`config.mk`:
```
export PLATFORM = sky130hd
export DESIGN_NAME = x_therm_dwa_flat
export DESIGN_NICKNAME = d
export VERILOG_FILES = /design/src/rtl/x_dac_pkg.sv /design/src/rtl/x_therm_dwa_if.sv /design/src/rtl/x_therm_rot.sv /design/src/rtl/x_therm_dwa.sv /design/src/flat_wrapper.sv
export SDC_FILE = /design/constraint.sdc
export NUM_CORES = 1
export LEC_CHECK = 0
export ABC_AREA = 1
export CAP_MARGIN = 40
export CORE_UTILIZATION = 50
export CTS_CLUSTER_DIAMETER = 150
export DETAILED_ROUTE_END_ITERATION = 10
export HOLD_SLACK_MARGIN = 0.08
export PLACE_DENSITY = 0.71
export SLEW_MARGIN = 40
export SYNTH_ARGS = -nofsm -noshare
export SYNTH_HDL_FRONTEND = slang
export SYNTH_SLANG_ARGS = --single-unit
```
`constraint.sdc`:
```
create_clock -name i_clk -period 11.2 [get_ports i_clk]
set_input_delay 2.24 -clock i_clk [delete_from_list [all_inputs] [get_ports i_clk]]
set_output_delay 2.24 -clock i_clk [all_outputs]
set_load 0.02 [all_outputs]
```
`src/rtl/x_dac_pkg.sv`:
```
// Shared types and helpers for the unit-element DAC code path.
// Mode encoding and thermometer width derivation.
package x_dac_pkg;

    typedef enum logic [1:0] {
        MODE_THERM = 2'b00,
        MODE_DWA   = 2'b01,
        MODE_HOLD  = 2'b10,
        MODE_RSVD  = 2'b11
    } mode_t;

    function automatic int therm_w(input int bin_w);
        return 1 << bin_w;
    endfunction

endpackage

```
`src/rtl/x_therm_dwa_if.sv`:
```
// Code handshake and DAC drive bundle between code source and x_therm_dwa.
// Source is the master; the thermometer stage is the slave.
interface x_therm_dwa_if
    import x_dac_pkg::*;
#(
    parameter int BIN_W = 6
);
    localparam int THERM_W = therm_w(BIN_W);

    logic               i_valid;
    logic               o_ready;
    logic [BIN_W-1:0]   i_bin;
    logic [1:0]         i_mode;
    logic [THERM_W-1:0] o_therm;
    logic [BIN_W-1:0]   o_level;

    modport master (
        output i_valid, i_bin, i_mode,
        input  o_ready, o_therm, o_level
    );

    modport slave (
        input  i_valid, i_bin, i_mode,
        output o_ready, o_therm, o_level
    );
endinterface

```
`src/rtl/x_therm_rot.sv`:
```
// Rotated thermometer: 'level' consecutive ones starting at bit 'ptr',
// wrapping modulo the element count. ptr=0 gives a plain thermometer.
module x_therm_rot
    import x_dac_pkg::*;
#(
    parameter int BIN_W = 6
) (
    input  logic [BIN_W-1:0]           level,
    input  logic [BIN_W-1:0]           ptr,
    output logic [therm_w(BIN_W)-1:0]  therm
);
    localparam int THERM_W = therm_w(BIN_W);

    logic [BIN_W-1:0] off;

    // Distance of element i past ptr wraps naturally in BIN_W bits.
    always_comb begin
        therm = '0;
        off   = '0;
        for (int i = 0; i < THERM_W; i++) begin
            off      = BIN_W'(i) - ptr;
            therm[i] = (off < level);
        end
    end
endmodule

```
`src/rtl/x_therm_dwa.sv`:
```
// Binary-to-thermometer DAC driver with slew limit, prescaled update tick
// and optional data-weighted-averaging rotation.
module x_therm_dwa
    import x_dac_pkg::*;
#(
    parameter int BIN_W = 6,
    parameter int STEP  = 4,
    parameter int DIV   = 16
) (
    input logic          i_clk,
    input logic          i_nrst,
    x_therm_dwa_if.slave bus
);
    localparam int THERM_W = therm_w(BIN_W);
    localparam int CW = (DIV > 1) ? $clog2(DIV) : 1;
    localparam logic [CW-1:0] CNT_MAX = CW'(DIV - 1);

    logic [CW-1:0]      cnt;
    logic [BIN_W-1:0]   target;
    logic [BIN_W-1:0]   level;
    logic [BIN_W-1:0]   ptr;
    logic [THERM_W-1:0] therm;
    logic               ready;
    mode_t              last_mode;

    mode_t              mode;
    logic               tick;
    logic               accept;
    logic               run;
    logic               dwa;
    logic [BIN_W-1:0]   up;
    logic [BIN_W-1:0]   dn;
    logic [BIN_W-1:0]   level_nxt;
    logic [BIN_W-1:0]   level_new;
    logic [BIN_W-1:0]   target_nxt;
    logic [BIN_W-1:0]   ptr_base;
    logic [BIN_W-1:0]   rot_ptr;
    logic [THERM_W-1:0] rot;

    assign mode   = mode_t'(bus.i_mode);
    assign tick   = (cnt == CNT_MAX);
    assign accept = bus.i_valid & ready;
    assign run    = tick && (mode != MODE_HOLD);
    assign dwa    = (mode == MODE_DWA);
    assign up     = target - level;
    assign dn     = level - target;

    always_comb begin
        level_nxt = level;
        if (STEP == 0) begin
            level_nxt = target;
        end else if (target > level) begin
            if (int'(up) > STEP) level_nxt = level + BIN_W'(STEP);
            else                 level_nxt = target;
        end else if (level > target) begin
            if (int'(dn) > STEP) level_nxt = level - BIN_W'(STEP);
            else                 level_nxt = target;
        end
    end

    // Re-entering DWA restarts the rotation from element 0.
    assign ptr_base   = (dwa && last_mode != MODE_DWA) ? '0 : ptr;
    assign rot_ptr    = dwa ? ptr_base : '0;
    assign level_new  = run ? level_nxt : level;
    assign target_nxt = accept ? bus.i_bin : target;

    x_therm_rot #(.BIN_W(BIN_W)) u_rot (
        .level (level_nxt),
        .ptr   (rot_ptr),
        .therm (rot)
    );

    always_ff @(posedge i_clk) begin
        if (!i_nrst) begin
            cnt       <= '0;
            target    <= '0;
            level     <= '0;
            ptr       <= '0;
            therm     <= '0;
            ready     <= 1'b1;
            last_mode <= MODE_THERM;
        end else begin
            cnt    <= tick ? '0 : cnt + 1'b1;
            target <= target_nxt;
            ready  <= (level_new == target_nxt);
            if (tick) last_mode <= mode;
            if (run) begin
                level <= level_nxt;
                therm <= rot;
                if (dwa) ptr <= ptr_base + level_nxt;
            end
        end
    end

    assign bus.o_ready = ready;
    assign bus.o_therm = therm;
    assign bus.o_level = level;
endmodule

```
`src/flat_wrapper.sv`:
```
// flat-port wrapper written by rule: the top's interface ports become plain ports
module x_therm_dwa_flat import x_dac_pkg::*;
#(
    parameter int BIN_W = 6,
    parameter int STEP  = 4,
    parameter int DIV   = 16
)
  (i_clk, i_nrst, bus_i_valid, bus_i_bin, bus_i_mode, bus_o_ready, bus_o_therm, bus_o_level);
  x_therm_dwa_if #(.BIN_W(BIN_W)) bus_i ();
  input logic i_clk;
  input logic i_nrst;
  input wire logic [$bits(bus_i.i_valid)-1:0] bus_i_valid;
  input wire logic [$bits(bus_i.i_bin)-1:0] bus_i_bin;
  input wire logic [$bits(bus_i.i_mode)-1:0] bus_i_mode;
  output wire logic [$bits(bus_i.o_ready)-1:0] bus_o_ready;
  output wire logic [$bits(bus_i.o_therm)-1:0] bus_o_therm;
  output wire logic [$bits(bus_i.o_level)-1:0] bus_o_level;
  assign bus_i.i_valid = bus_i_valid;
  assign bus_i.i_bin = bus_i_bin;
  assign bus_i.i_mode = bus_i_mode;
  assign bus_o_ready = bus_i.o_ready;
  assign bus_o_therm = bus_i.o_therm;
  assign bus_o_level = bus_i.o_level;
  x_therm_dwa #(.BIN_W(BIN_W), .STEP(STEP), .DIV(DIV)) u_core (.i_clk(i_clk), .i_nrst(i_nrst), .bus(bus_i));
endmodule
```
==> results of run 1 <==
## per-stage QoR
stage	power, mW	instances
2_1_floorplan	0.905	1343
3_3_place_gp	1.04	1621
3_5_place_dp	1.05	1621
4_1_cts	1.37	1635
5_1_grt	1.49	1637
6_report	1.36	1637
## registers in the layout, indices dropped and copies added (netlist names)
| register | count |
|---|---|
| u_core.cnt | 4 |
| u_core.bus.o_therm | 64 |
| u_core.ptr | 6 |
| u_core.target | 6 |
| u_core.last_mode | 2 |
| u_core.bus.o_ready | 1 |
| u_core.bus.o_level | 6 |
## layer usage
layer	global-route usage	vias up	part of all wire
met5	0	-	0
met4	0.0672	0	0.017
met3	0.0361	22	0.043
met2	0.396	162	0.44
met1	0.340	3761	0.50
li1	-	4535	-
## kinds of logic after synthesis
group / after synthesis / synth area share
compound gates: 317 / 0.191
fa+ha+maj: 165 / 0.227
simple gates: 509 / 0.246
xor+xnor: 55 / 0.0525
buf+inv: 208 / 0.0902
flops: 89 / 0.194
## cell usage in the layout, fill, tap and decap left out, types with 2 or more instances in the layout
cell type	count
clkbuf_16	9
nand3_2	3
or2_2	2
nor2_8	2
clkbuf_8	2
ha_1	163
o21ai_0	91
dfxtp_1	89
nand2_2	42
a31oi_1	3
a21oi_1	174
clkinv_1	2
xor2_1	45
nand4_1	7
a21o_4	4
nand2_4	4
o21bai_1	32
nor2_2	5
inv_1	164
clkdlybuf4s50_1	80
nor2_4	2
nor3_1	14
nand2_1	284
nand3_1	53
a21oi_2	5
buf_4	5
inv_2	3
xnor2_1	10
nor2_1	87
o21a_1	6
fa_1	2
clkinv_2	2
## report_power, final
| part | leakage (nW) | internal, mW | switching (mW) | total [mW] |
|---|---|---|---|---|
| sequential | 0.719 | 0.319 | 0.00212 | 0.322 |
| clock | 0.137 | 0.176 | 0.134 | 0.310 |
| combinational | 4.11 | 0.264 | 0.468 | 0.732 |
| total | 4.97 | 0.759 | 0.604 | 1.36 |
## area by class of cell
| class | instances | area [um^2] | area share |
|---|---|---|---|
| Sequential cell | 89 | 1780 | 0.171 |
| Clock buffer | 11 | 243 | 0.0233 |
| Inverter | 170 | 639 | 0.0613 |
| Clock inverter | 3 | 42.5 | 0.00408 |
| Tap cell | 229 | 287 | 0.0275 |
| Timing Repair Buffer | 89 | 873 | 0.0837 |
| Multi-Input combinational cell | 1046 | 6560 | 0.629 |
## worst max-delay path, stage by stage
cell and delay (ns):
clkdlybuf4s50_1 0.50, inv_1 0.06, nor2_2 0.23, inv_1 0.13, nor2_2 0.20, nor2_1 0.08
nand2_1 0.39, inv_1 0.30, ha_1 0.29, a21oi_1 0.39, xor2_1 0.23, inv_1 0.07
ha_1 0.29, a21oi_1 0.22, o21bai_1 0.12, a21oi_1 0.15, nand2_1 0.13, a21oi_1 0.14
## worst paths after layout
| path | from | to | slack (ns) | cells past startpoint |
|---|---|---|---|---|
| worst max-delay path | bus_i_mode[0] | u_core.bus.o_therm[4]$_SDFFE_PN0P_ | 5.33 | 18 |
| worst min register to register | u_core.cnt[0]$_SDFF_PP0_ | u_core.cnt[0]$_SDFF_PP0_ | 0.45 | 1 |
| worst max register to register | u_core.bus.o_level[2]$_SDFF_PN0_ | u_core.ptr[5]$_SDFFE_PN0P_ | 7.11 | 21 |
| worst min-delay path | u_core.cnt[0]$_SDFF_PP0_ | u_core.cnt[0]$_SDFF_PP0_ | 0.45 | 1 |
==> Implementation_results.wiki, run 1 <==
{| class="wikitable"
! Metric !! Value
|-
| First DRT Iteration DRCs || around 430
|-
| Most frequent cell after synthesis || nand2_1
|-
| Leading cell types by total area after synthesis || ha_1 (22%), dfxtp_1 (19%), nand2_1 (12%)
|-
| Maximum resistive drop on vdd || 0.0874 mV
|-
| Post-CTS resize count || 0
|-
| Slack of the critical path || around 5.3 ns
|-
| Final standard cell utilization of the core || 0.581
|-
| Maximum level of the CTS H-tree || 3
|-
| Number of antenna violations at the first check in global routing || 0
|-
| RD Place Congestion || 0.874
|-
| Number of nets still failing antenna checks after routing || 0
|-
| Mapped cell area || approximately 0.0092 mm^2
|-
| DRC errors left || 2
|-
| Chip Width || between 100 and 150 um
|-
| Layout Cell Area excl Fill || approximately 0.010 mm^2
|-
| Number of detailed-route iterations in the first pass || 8
|-
| CTS Root Cell || clkbuf_16
|-
| Buffer levels on the longest clock path || 2
|-
| Port-buffer cells || 81
|-
| Die area || roughly 0.019 mm^2
|-
| Power density cells || 131 mW/mm^2
|-
| Critical path arrival || 6.16 ns
|-
| Hold buffer count at cts || 0
|-
| Number of fill cells in the layout || 1739
|-
| Diodes inserted || 0
|-
| Slew of the pin with the lowest slew margin || 0.833 ns
|-
| Ratio of routed vias to standard cells || 5.18
|-
| Synthesized netlist net count || between 1500 and 2000
|-
| Clock skew || 0.00600 ns
|-
| Post-synth top cells || nand2_1 (285), a21oi_1 (174), inv_1 (164)
|-
| Floorplan die height || 137 um
|-
| Number of different library cells in the post-synthesis netlist || 37
|-
| Tcrit/Tclk final || 0.524
|-
| Most used flip-flop cell after synthesis || dfxtp_1
|-
| Number of setup violations in the final report || 0
|-
| Vias || 8480
|-
| Result of the run || complete, but fails checks
|-
| Fin crit period || just under 6 ns
|-
| Floorplan core area || between 0.015 and 0.02 mm^2
|-
| Max-slew violation count || 0
|-
| Area delta synth->final || 13.8%
|-
| Max-cap violations || 0
|-
| Clock edge transition at the registers on the reported setup and hold paths || about 0.070 ns
|-
| Clk_lat worst skew || 0.36 ns
|-
| Highest clock rate || 0.170 GHz
|-
| Post-Syn Area per Cell || 6.83 um^2
|-
| Initial core utilization || 0.510
|-
| Placed inst area || 0.0101 mm^2
|-
| Critical path peak fanout || 12
|-
| I/O pin count || 82
|-
| Overall fraction of global-route tracks in use || 0.246
|-
| CP startpoint kind || input port
|-
| Max_slew headroom || 0.445
|-
| Largest area contributor in the synthesized netlist || ha_1
|-
| Area fraction of the dominant cell type after synthesis || 0.222
|-
| Row Count || 49
|-
| Failing checks || DRC
|-
| Global route total overflow || 0
|-
| Synthesized instance count || 1343
|-
| Number of synthesis warnings || 0
|-
| Yosys reg bits || a little under 90
|-
| Pin count of the biggest net entering global routing || approximately 130
|-
| TritonCTS clock tree || done
|-
| Kind of path behind the tightest hold check || flop to flop
|-
| Final hold slack || 0.451 ns
|-
| Unrepaired setup endpoints after global routing || no
|-
| Via count of the first global-routing pass || 7724
|-
| Portion of the post-synthesis area used by sequential elements || 0.194
|-
| Pre-CTS WS || 4.71 ns
|-
| Routed WL per cell || about 13 um
|-
| Leakage power || just under 5 nW
|-
| Required time of the critical path || 11.49 ns
|-
| Placed wire-length estimate || 16.2 mm
|-
| Count of final hold-check violations || 0
|-
| Count of clock tree sinks || between 80 and 90
|-
| # Post-CTS Setup Buffers || 0
|-
| Kind of capture point of the worst setup path || flop
|-
| Global-route wire length before repair || 36.9 mm
|-
| Asr flop ratio synth || 0
|-
| Critical path type || input port to flop
|-
| Number of flops mapped to enable cells by yosys || 0
|-
| Fraction of layout instances using a drive strength above 1 || 0.0689
|-
| Aggregate negative setup slack || 0 ns
|-
| Num CTS Buffers || 9
|-
| Final nets || ~1600
|-
| Drt total wl || about 22 mm
|}
(Power assumes the default switching activity.)
==> run 2: changes to the inputs <==
clock period = 5.7 ns   (was 11.2 ns; I/O delays follow)
==> Implementation_results.wiki, run 2 (synthesis gave the netlist of run 1 again) <==
{| class="wikitable"
! Metric !! Value
|-
| Result of the run || complete, but fails checks
|-
| Failing checks || DRC
|-
| Clk_lat worst skew || 0.36 ns (about the same)
|-
| Critical path arrival || 4.99 ns (-1.17 ns)
|-
| Hold Startpoint || u_core.cnt[0]$_SDFF_PP0_
|-
| Met1 track utilization from global routing || 0.359 (+0.0190)
|-
| Slew of the pin with the lowest slew margin || 0.760 ns (-0.0728 ns)
|-
| Aggregate negative setup slack || 0 ns (unchanged)
|-
| Drt total wl || 22.8 mm (+3.1%)
|-
| Clock skew || 0.00963 ns (+0.00363 ns)
|-
| Overall fraction of global-route tracks in use || 0.257 (+0.0106)
|-
| Met3 track utilization from global routing || 0.0361 (unchanged)
|-
| Clock edge transition at the registers on the reported setup and hold paths || 0.07 ns (about the same)
|-
| Tcrit/Tclk final || 0.825
|-
| Leakage power || 5.00 nW (+0.56%)
|-
| Number of detailed-route iterations in the first pass || 9 (+1)
|-
| First DRT Iteration DRCs || 492 (+14%)
|-
| Unrepaired setup endpoints after global routing || no
|-
| Worst Hold Path Cells || 1 (unchanged)
|-
| Global route total overflow || 0 (unchanged)
|-
| Max_slew headroom || 0.493 (+0.0480)
|-
| Required time of the critical path || 5.99 ns (-5.50 ns)
|-
| Critical path type || input port to flop
|-
| Worst reg2reg endpoint || u_core.bus.o_therm[36]$_SDFFE_PN0P_
|-
| Max-slew violation count || 0 (unchanged)
|-
| CP startpoint kind || input port
|-
| Via count of the first global-routing pass || 7951 (+2.9%)
|-
| Global-route wire length before repair || 38.8 mm (+5.2%)
|-
| DRC errors left || 2 (unchanged)
|-
| Maximum level of the CTS H-tree || 3 (unchanged)
|-
| Max-cap violations || 0 (unchanged)
|-
| GR peak layer || met2
|-
| Global routing usage on met2 || 0.408 (+0.0128)
|-
| Vias || 8665 (+2.2%)
|-
| Power density cells || 253 mW/mm^2 (+94%)
|-
| Number of antenna violations at the first check in global routing || 0 (unchanged)
|-
| Kind of path behind the tightest hold check || flop to flop
|-
| Number of fill cells in the layout || 1703 (-2.1%)
|-
| Critical path peak fanout || 9 (-3)
|-
| Initial core utilization || 0.510 (unchanged)
|-
| Commonest non-fill, non-tap cell in the layout || nand2_1
|-
| Chip Width || 137 um (unchanged)
|-
| Fin crit period || 4.70 ns
|-
| Row Count || 49 (unchanged)
|-
| Fraction of layout instances using a drive strength above 1 || 0.0727 (+0.00380)
|-
| Routed WL per cell || 13.8 um (+2.5%)
|-
| Endpoint of the worst hold-timing path || u_core.cnt[0]$_SDFF_PP0_
|-
| Number of nets still failing antenna checks after routing || 0 (unchanged)
|-
| Highest clock rate || 0.213 GHz
|-
| Number of cell instances on the worst register-to-register path || 19 (-9.5%)
|-
| Count of final hold-check violations || 0 (unchanged)
|-
| Port-buffer cells || 81 (unchanged)
|-
| Area delta synth->final || 14.0%
|-
| Floorplan die height || 137 um (unchanged)
|-
| Startpoint of the lowest-slack register-to-register path || u_core.bus.o_level[2]$_SDFF_PN0_
|-
| Final nets || 1588 (+0.44%)
|-
| Buffer levels on the longest clock path || 2 (unchanged)
|-
| Maximum resistive drop on vdd || 0.177 mV (+100%)
|-
| Flip-flop count of the largest register, all copies and words added || 64 (unchanged)
|-
| RD Place Congestion || 0.885 (+1.3%)
|-
| Hold buffer count at cts || 0 (unchanged)
|-
| CTS Root Cell || clkbuf_16
|-
| Diodes inserted || 0 (unchanged)
|-
| TritonCTS clock tree || done
|-
| Die area || 0.0189 mm^2 (unchanged)
|-
| Floorplan core area || 0.0180 mm^2 (unchanged)
|-
| Overall power consumption || 2.65 mW (+94%)
|-
| Count of clock tree sinks || 89 (unchanged)
|-
| Placed wire-length estimate || 17.1 mm (+5.1%)
|-
| Post-CTS resize count || 0 (unchanged)
|-
| Pin count of the biggest net entering global routing || 74 (-44%)
|-
| Ratio of routed vias to standard cells || 5.26 (+1.6%)
|-
| Num CTS Buffers || 9 (unchanged)
|-
| Worst reg2reg setup slack || 1.51 ns (-5.60 ns)
|-
| # Post-CTS Setup Buffers || 0 (unchanged)
|-
| I/O pin count || 82 (unchanged)
|-
| Number of setup violations in the final report || 0 (unchanged)
|-
| Commonest cells after routing, fill and taps aside || nand2_1 (285), a21oi_1 (174), inv_1 (164), ha_1 (163), o21ai_0 (91)
|-
| Kind of capture point of the worst setup path || flop
|}
==> run 2: cell count changes in the layout (fill, tap and decap cells not counted), sizes merged <==
cell      previous run  this run
buf                  7        16
bufinv               1         0
clkbuf              13        12
clkinv               4         7
clkinvlp             1         0
==> run 2: worst max-delay path by stage <==
stage	startpoint	to	cells after the start
2_1_floorplan	u_core.bus.o_level[4]$_SDFF_PN0_	u_core.bus.o_therm[31]$_SDFFE_PN0P_	19
3_3_place_gp	bus_i_mode[0]	u_core.bus.o_therm[30]$_SDFFE_PN0P_	20
3_5_place_dp	bus_i_mode[0]	u_core.bus.o_therm[26]$_SDFFE_PN0P_	18
4_1_cts	bus_i_mode[0]	u_core.bus.o_therm[26]$_SDFFE_PN0P_	18
5_1_grt	bus_i_mode[0]	u_core.bus.o_therm[10]$_SDFFE_PN0P_	18
6_report	bus_i_mode[0]	u_core.bus.o_therm[26]$_SDFFE_PN0P_	18
==> run 2: layer usage <==
layer	vias up	wire length (um)	share of wire
met5	-	0	0
met4	0	354	0.016
met3	25	1120	0.049
met2	196	10100	0.45
met1	3900	11200	0.49
li1	4544	-	-
==> run 2: final cells by class <==
| cell class | count | area, um^2 | share of cell area |
|---|---|---|---|
| Inverter | 170 | 639 | 0.0612 |
| Clock inverter | 4 | 20.0 | 0.00191 |
| Clock buffer | 12 | 236 | 0.0226 |
| Multi-Input combinational cell | 1046 | 6560 | 0.627 |
| Sequential cell | 89 | 1780 | 0.170 |
| Tap cell | 229 | 287 | 0.0274 |
| Timing Repair Buffer | 96 | 931 | 0.0890 |
==> run 2: worst max-delay path, stage by stage <==
cell and delay [ns]:
clkdlybuf4s50_1 0.51, inv_1 0.06, nor2_2 0.26, inv_1 0.13, o21ai_0 0.39, inv_1 0.12
nand2_1 0.30, inv_1 0.18, ha_1 0.21, a21oi_1 0.42, xor2_1 0.27, inv_1 0.07
ha_1 0.29, a21oi_1 0.20, o21bai_1 0.11, a21oi_1 0.14, nand2_1 0.09, a21oi_1 0.12
==> run 2: where the power goes <==
part / switching, mW / leakage (nW) / total (mW) / internal (mW)
Clock: 0.259 / 0.130 / 0.552 / 0.293
Combinational: 0.931 / 4.15 / 1.46 / 0.533
Sequential: 0.00426 / 0.719 / 0.632 / 0.628
Total: 1.19 / 5.00 / 2.65 / 1.45
==> run 2: per-stage QoR <==
| stage | util | cells | setup WS [ns] | hold WS (ns) | instance area (um^2) |
|---|---|---|---|---|---|
| final | 0.582 | 1646 | 0.995 | 0.456 | 10500 |
| after global routing | 0.582 | 1646 | 0.620 | 0.469 | 10500 |
| after CTS | 0.582 | 1646 | 1.07 | 0.453 | 10500 |
| after detailed placement | 0.568 | 1630 | 0.709 | 0.442 | 10200 |
| after global placement | 0.568 | 1630 | 0.784 | 0.432 | 10200 |
| after floorplan | - | 1343 | 1.35 | 0.418 | 9170 |
==> run 3: changes to the inputs <==
clock period = 4.6 ns   (was 5.7 ns; I/O delays follow)
==> Implementation_results.wiki, run 3 (synthesis gave the netlist of run 1 again) <==
{| class="wikitable"
! Metric !! Value
|-
| Result of the run || complete, but fails checks
|-
| Failing checks || DRC
|-
| Overall fraction of global-route tracks in use || 0.253 (-0.00392)
|-
| Kind of path behind the tightest hold check || flop to flop
|-
| Clock skew || 0.00478 ns (-0.00485 ns)
|-
| Fraction of layout instances using a drive strength above 1 || 0.0767 (+0.00396)
|-
| Part of the total power dissipated in combinational logic || 0.555 (+0.002)
|-
| Sw power || 1.48 mW (+24%)
|-
| Floorplan die height || 137 um (unchanged)
|-
| Slew of the pin with the lowest slew margin || 0.686 ns (-0.0738 ns)
|-
| Family with the most delay on the worst path || compound AO/OA/AOI/OAI gates
|-
| Worst reg2reg setup slack || 0.66 ns (-0.85 ns)
|-
| CP startpoint kind || input port
|-
| Commonest non-fill, non-tap cell in the layout || nand2_1
|-
| Number of cells in the design after placement || 1636 (+0.37%)
|-
| Highest clock rate || 0.248 GHz
|-
| Post-CTS resize count || 0 (unchanged)
|-
| Maximum level of the CTS H-tree || 3 (unchanged)
|-
| Worst reg2reg endpoint || u_core.ptr[5]$_SDFFE_PN0P_
|-
| Num CTS Buffers || 9 (unchanged)
|-
| Commonest cells after routing, fill and taps aside || nand2_1 (285), a21oi_1 (174), inv_1 (164), ha_1 (163), o21ai_0 (91)
|-
| Critical-path cell with the highest stage delay || clkdlybuf4s50_1
|-
| # Post-CTS Setup Buffers || 0 (unchanged)
|-
| End of the critical path || u_core.bus.o_therm[30]$_SDFFE_PN0P_
|-
| Routed WL per cell || 13.6 um (-1.6%)
|-
| Global-route wire length before repair || 38.0 mm (-2.1%)
|-
| DRC errors left || 2 (unchanged)
|-
| Max_slew headroom || 0.543 (+0.0497)
|-
| Leakage power || 5.03 nW (+0.65%)
|-
| Switching portion of total power || 0.446 (-0.00456)
|-
| Aggregate negative setup slack || 0 ns (unchanged)
|-
| Critical path arrival || 4.32 ns (-0.67 ns)
|-
| Critical path's largest stage delay || 0.50 ns (about the same)
|-
| Flip-flop count of the largest register, all copies and words added || 64 (unchanged)
|-
| Number of setup violations in the final report || 0 (unchanged)
|-
| Proportion of power drawn by the clock network || 0.209 (about the same)
|-
| Final nets || 1594 (+0.38%)
|-
| Path length in cells of the critical path || 18 (unchanged)
|-
| Clock edge transition at the registers on the reported setup and hold paths || 0.06 ns (about the same)
|-
| Startpoint of the lowest-slack register-to-register path || u_core.bus.o_level[2]$_SDFF_PN0_
|-
| Port-buffer cells || 81 (unchanged)
|-
| Kind of capture point of the worst setup path || flop
|-
| Number of antenna violations at the first check in global routing || 0 (unchanged)
|-
| Via count of the first global-routing pass || 7857 (-1.2%)
|-
| Tcrit/Tclk final || 0.876
|-
| Sequence of cells on the critical path || clkdlybuf4s50_1 > inv_1 > nor2_2 > inv_1 > o21ai_0 > inv_1 > nand2_1 > inv_1 > ha_1 > a21oi_1 > xor2_1 > inv_1 > ha_1 > a21oi_1 > o21bai_1 > a21oi_1 > nand2_1 > a21oi_1
|-
| Count of final hold-check violations || 0 (unchanged)
|-
| Die area || 0.0189 mm^2 (unchanged)
|-
| First DRT Iteration DRCs || 431 (-12%)
|-
| Clk_lat worst skew || 0.35 ns (about the same)
|-
| Sequential fraction of design power || 0.236 (-0.003)
|-
| Max-cap violations || 0 (unchanged)
|-
| Final cell count without fillers || 1651 (+0.30%)
|-
| Fin crit period || 4.03 ns
|-
| Area delta synth->final || 14.8%
|-
| Count of clock tree sinks || 89 (unchanged)
|-
| Internal power || 1.83 mW (+26%)
|-
| Row Count || 49 (unchanged)
|-
| Drt total wl || 22.5 mm (-1.3%)
|-
| Diodes inserted || 0 (unchanged)
|-
| RD Place Congestion || 0.931 (+5.2%)
|-
| Number of nets still failing antenna checks after routing || 0 (unchanged)
|-
| Critical path peak fanout || 9 (unchanged)
|-
| Most used cell, CP || inv_1
|-
| Floorplan core area || 0.0180 mm^2 (unchanged)
|-
| Number of cell instances on the worst register-to-register path || 21 (+2)
|-
| CP bufs+invs || 6 (unchanged)
|-
| Chip Width || 137 um (unchanged)
|-
| Vias || 8576 (-1.0%)
|-
| Final standard cell utilization of the core || 0.586 (+0.00362)
|-
| Launch point of the critical path || bus_i_mode[0]
|-
| Initial core utilization || 0.510 (unchanged)
|-
| TritonCTS clock tree || done
|-
| Number of fill cells in the layout || 1750 (+2.8%)
|-
| Pin count of the biggest net entering global routing || 74 (unchanged)
|-
| Placed wire-length estimate || 16.8 mm (-1.5%)
|-
| Ratio of routed vias to standard cells || 5.19 (-1.3%)
|-
| Required time of the critical path || 4.89 ns (-1.10 ns)
|-
| Unrepaired setup endpoints after global routing || no
|-
| Maximum resistive drop on vdd || 0.204 mV (+15%)
|-
| Global route total overflow || 0 (unchanged)
|-
| Buffer levels on the longest clock path || 2 (unchanged)
|-
| Max-slew violation count || 0 (unchanged)
|-
| CTS Root Cell || clkbuf_16
|-
| Number of detailed-route iterations in the first pass || 8 (-1)
|-
| Critical path type || input port to flop
|-
| Hold buffer count at cts || 0 (unchanged)
|-
| Power density cells || 315 mW/mm^2 (+24%)
|-
| I/O pin count || 82 (unchanged)
|-
| Final hold slack || 0.448 ns (-0.00769 ns)
|}
[run 3: through the flow]
stage / worst slack, ns / power, mW / instance area [um^2]
floorplan: 0.253 / 2.20 / 9170
global placement: 0.324 / 2.58 / 10300
detailed placement: 0.241 / 2.62 / 10300
CTS: 0.617 / 3.33 / 10500
global route: 0.104 / 3.64 / 10500
finish: 0.570 / 3.31 / 10500
[run 3: routing by layer]
layer	global-route usage	vias to the layer above	wire [um]
li1	-	4566	-
met3	0.0427	20	965
met4	0.0665	0	267
met2	0.411	153	10200
met1	0.344	3837	11100
met5	0	-	0
[run 3: worst min-delay path by stage]
stage | startpoint | end | slack [ns] | cells after the start
CTS | u_core.cnt[0]$_SDFF_PP0_ | u_core.cnt[0]$_SDFF_PP0_ | 0.45 | 1
finish | u_core.cnt[0]$_SDFF_PP0_ | u_core.cnt[0]$_SDFF_PP0_ | 0.45 | 1
global placement | u_core.cnt[0]$_SDFF_PP0_ | u_core.cnt[0]$_SDFF_PP0_ | 0.43 | 1
floorplan | u_core.cnt[0]$_SDFF_PP0_ | u_core.cnt[0]$_SDFF_PP0_ | 0.42 | 1
global route | u_core.last_mode[1]$_SDFFE_PN0P_ | u_core.last_mode[1]$_SDFFE_PN0P_ | 0.48 | 1
detailed placement | u_core.cnt[0]$_SDFF_PP0_ | u_core.cnt[0]$_SDFF_PP0_ | 0.44 | 1
[run 3: area by class of cell]
type	instances	area [um^2]	area share
Clock inverter	3	17.5	0.00167
Timing Repair Buffer	102	988	0.0940
Clock buffer	12	246	0.0234
Tap cell	229	287	0.0272
Inverter	170	639	0.0608
Multi-Input combinational cell	1046	6560	0.624
Sequential cell	89	1780	0.169
[run 3: power by group through the flow]
stage / combinational [mW] / clock, mW / sequential, mW
detailed placement: 1.82 / 0 / 0.800
global route: 2.11 / 0.739 / 0.784
floorplan: 1.40 / 0 / 0.800
finish: 1.84 / 0.692 / 0.783
global placement: 1.78 / 0 / 0.800
CTS: 1.84 / 0.708 / 0.783
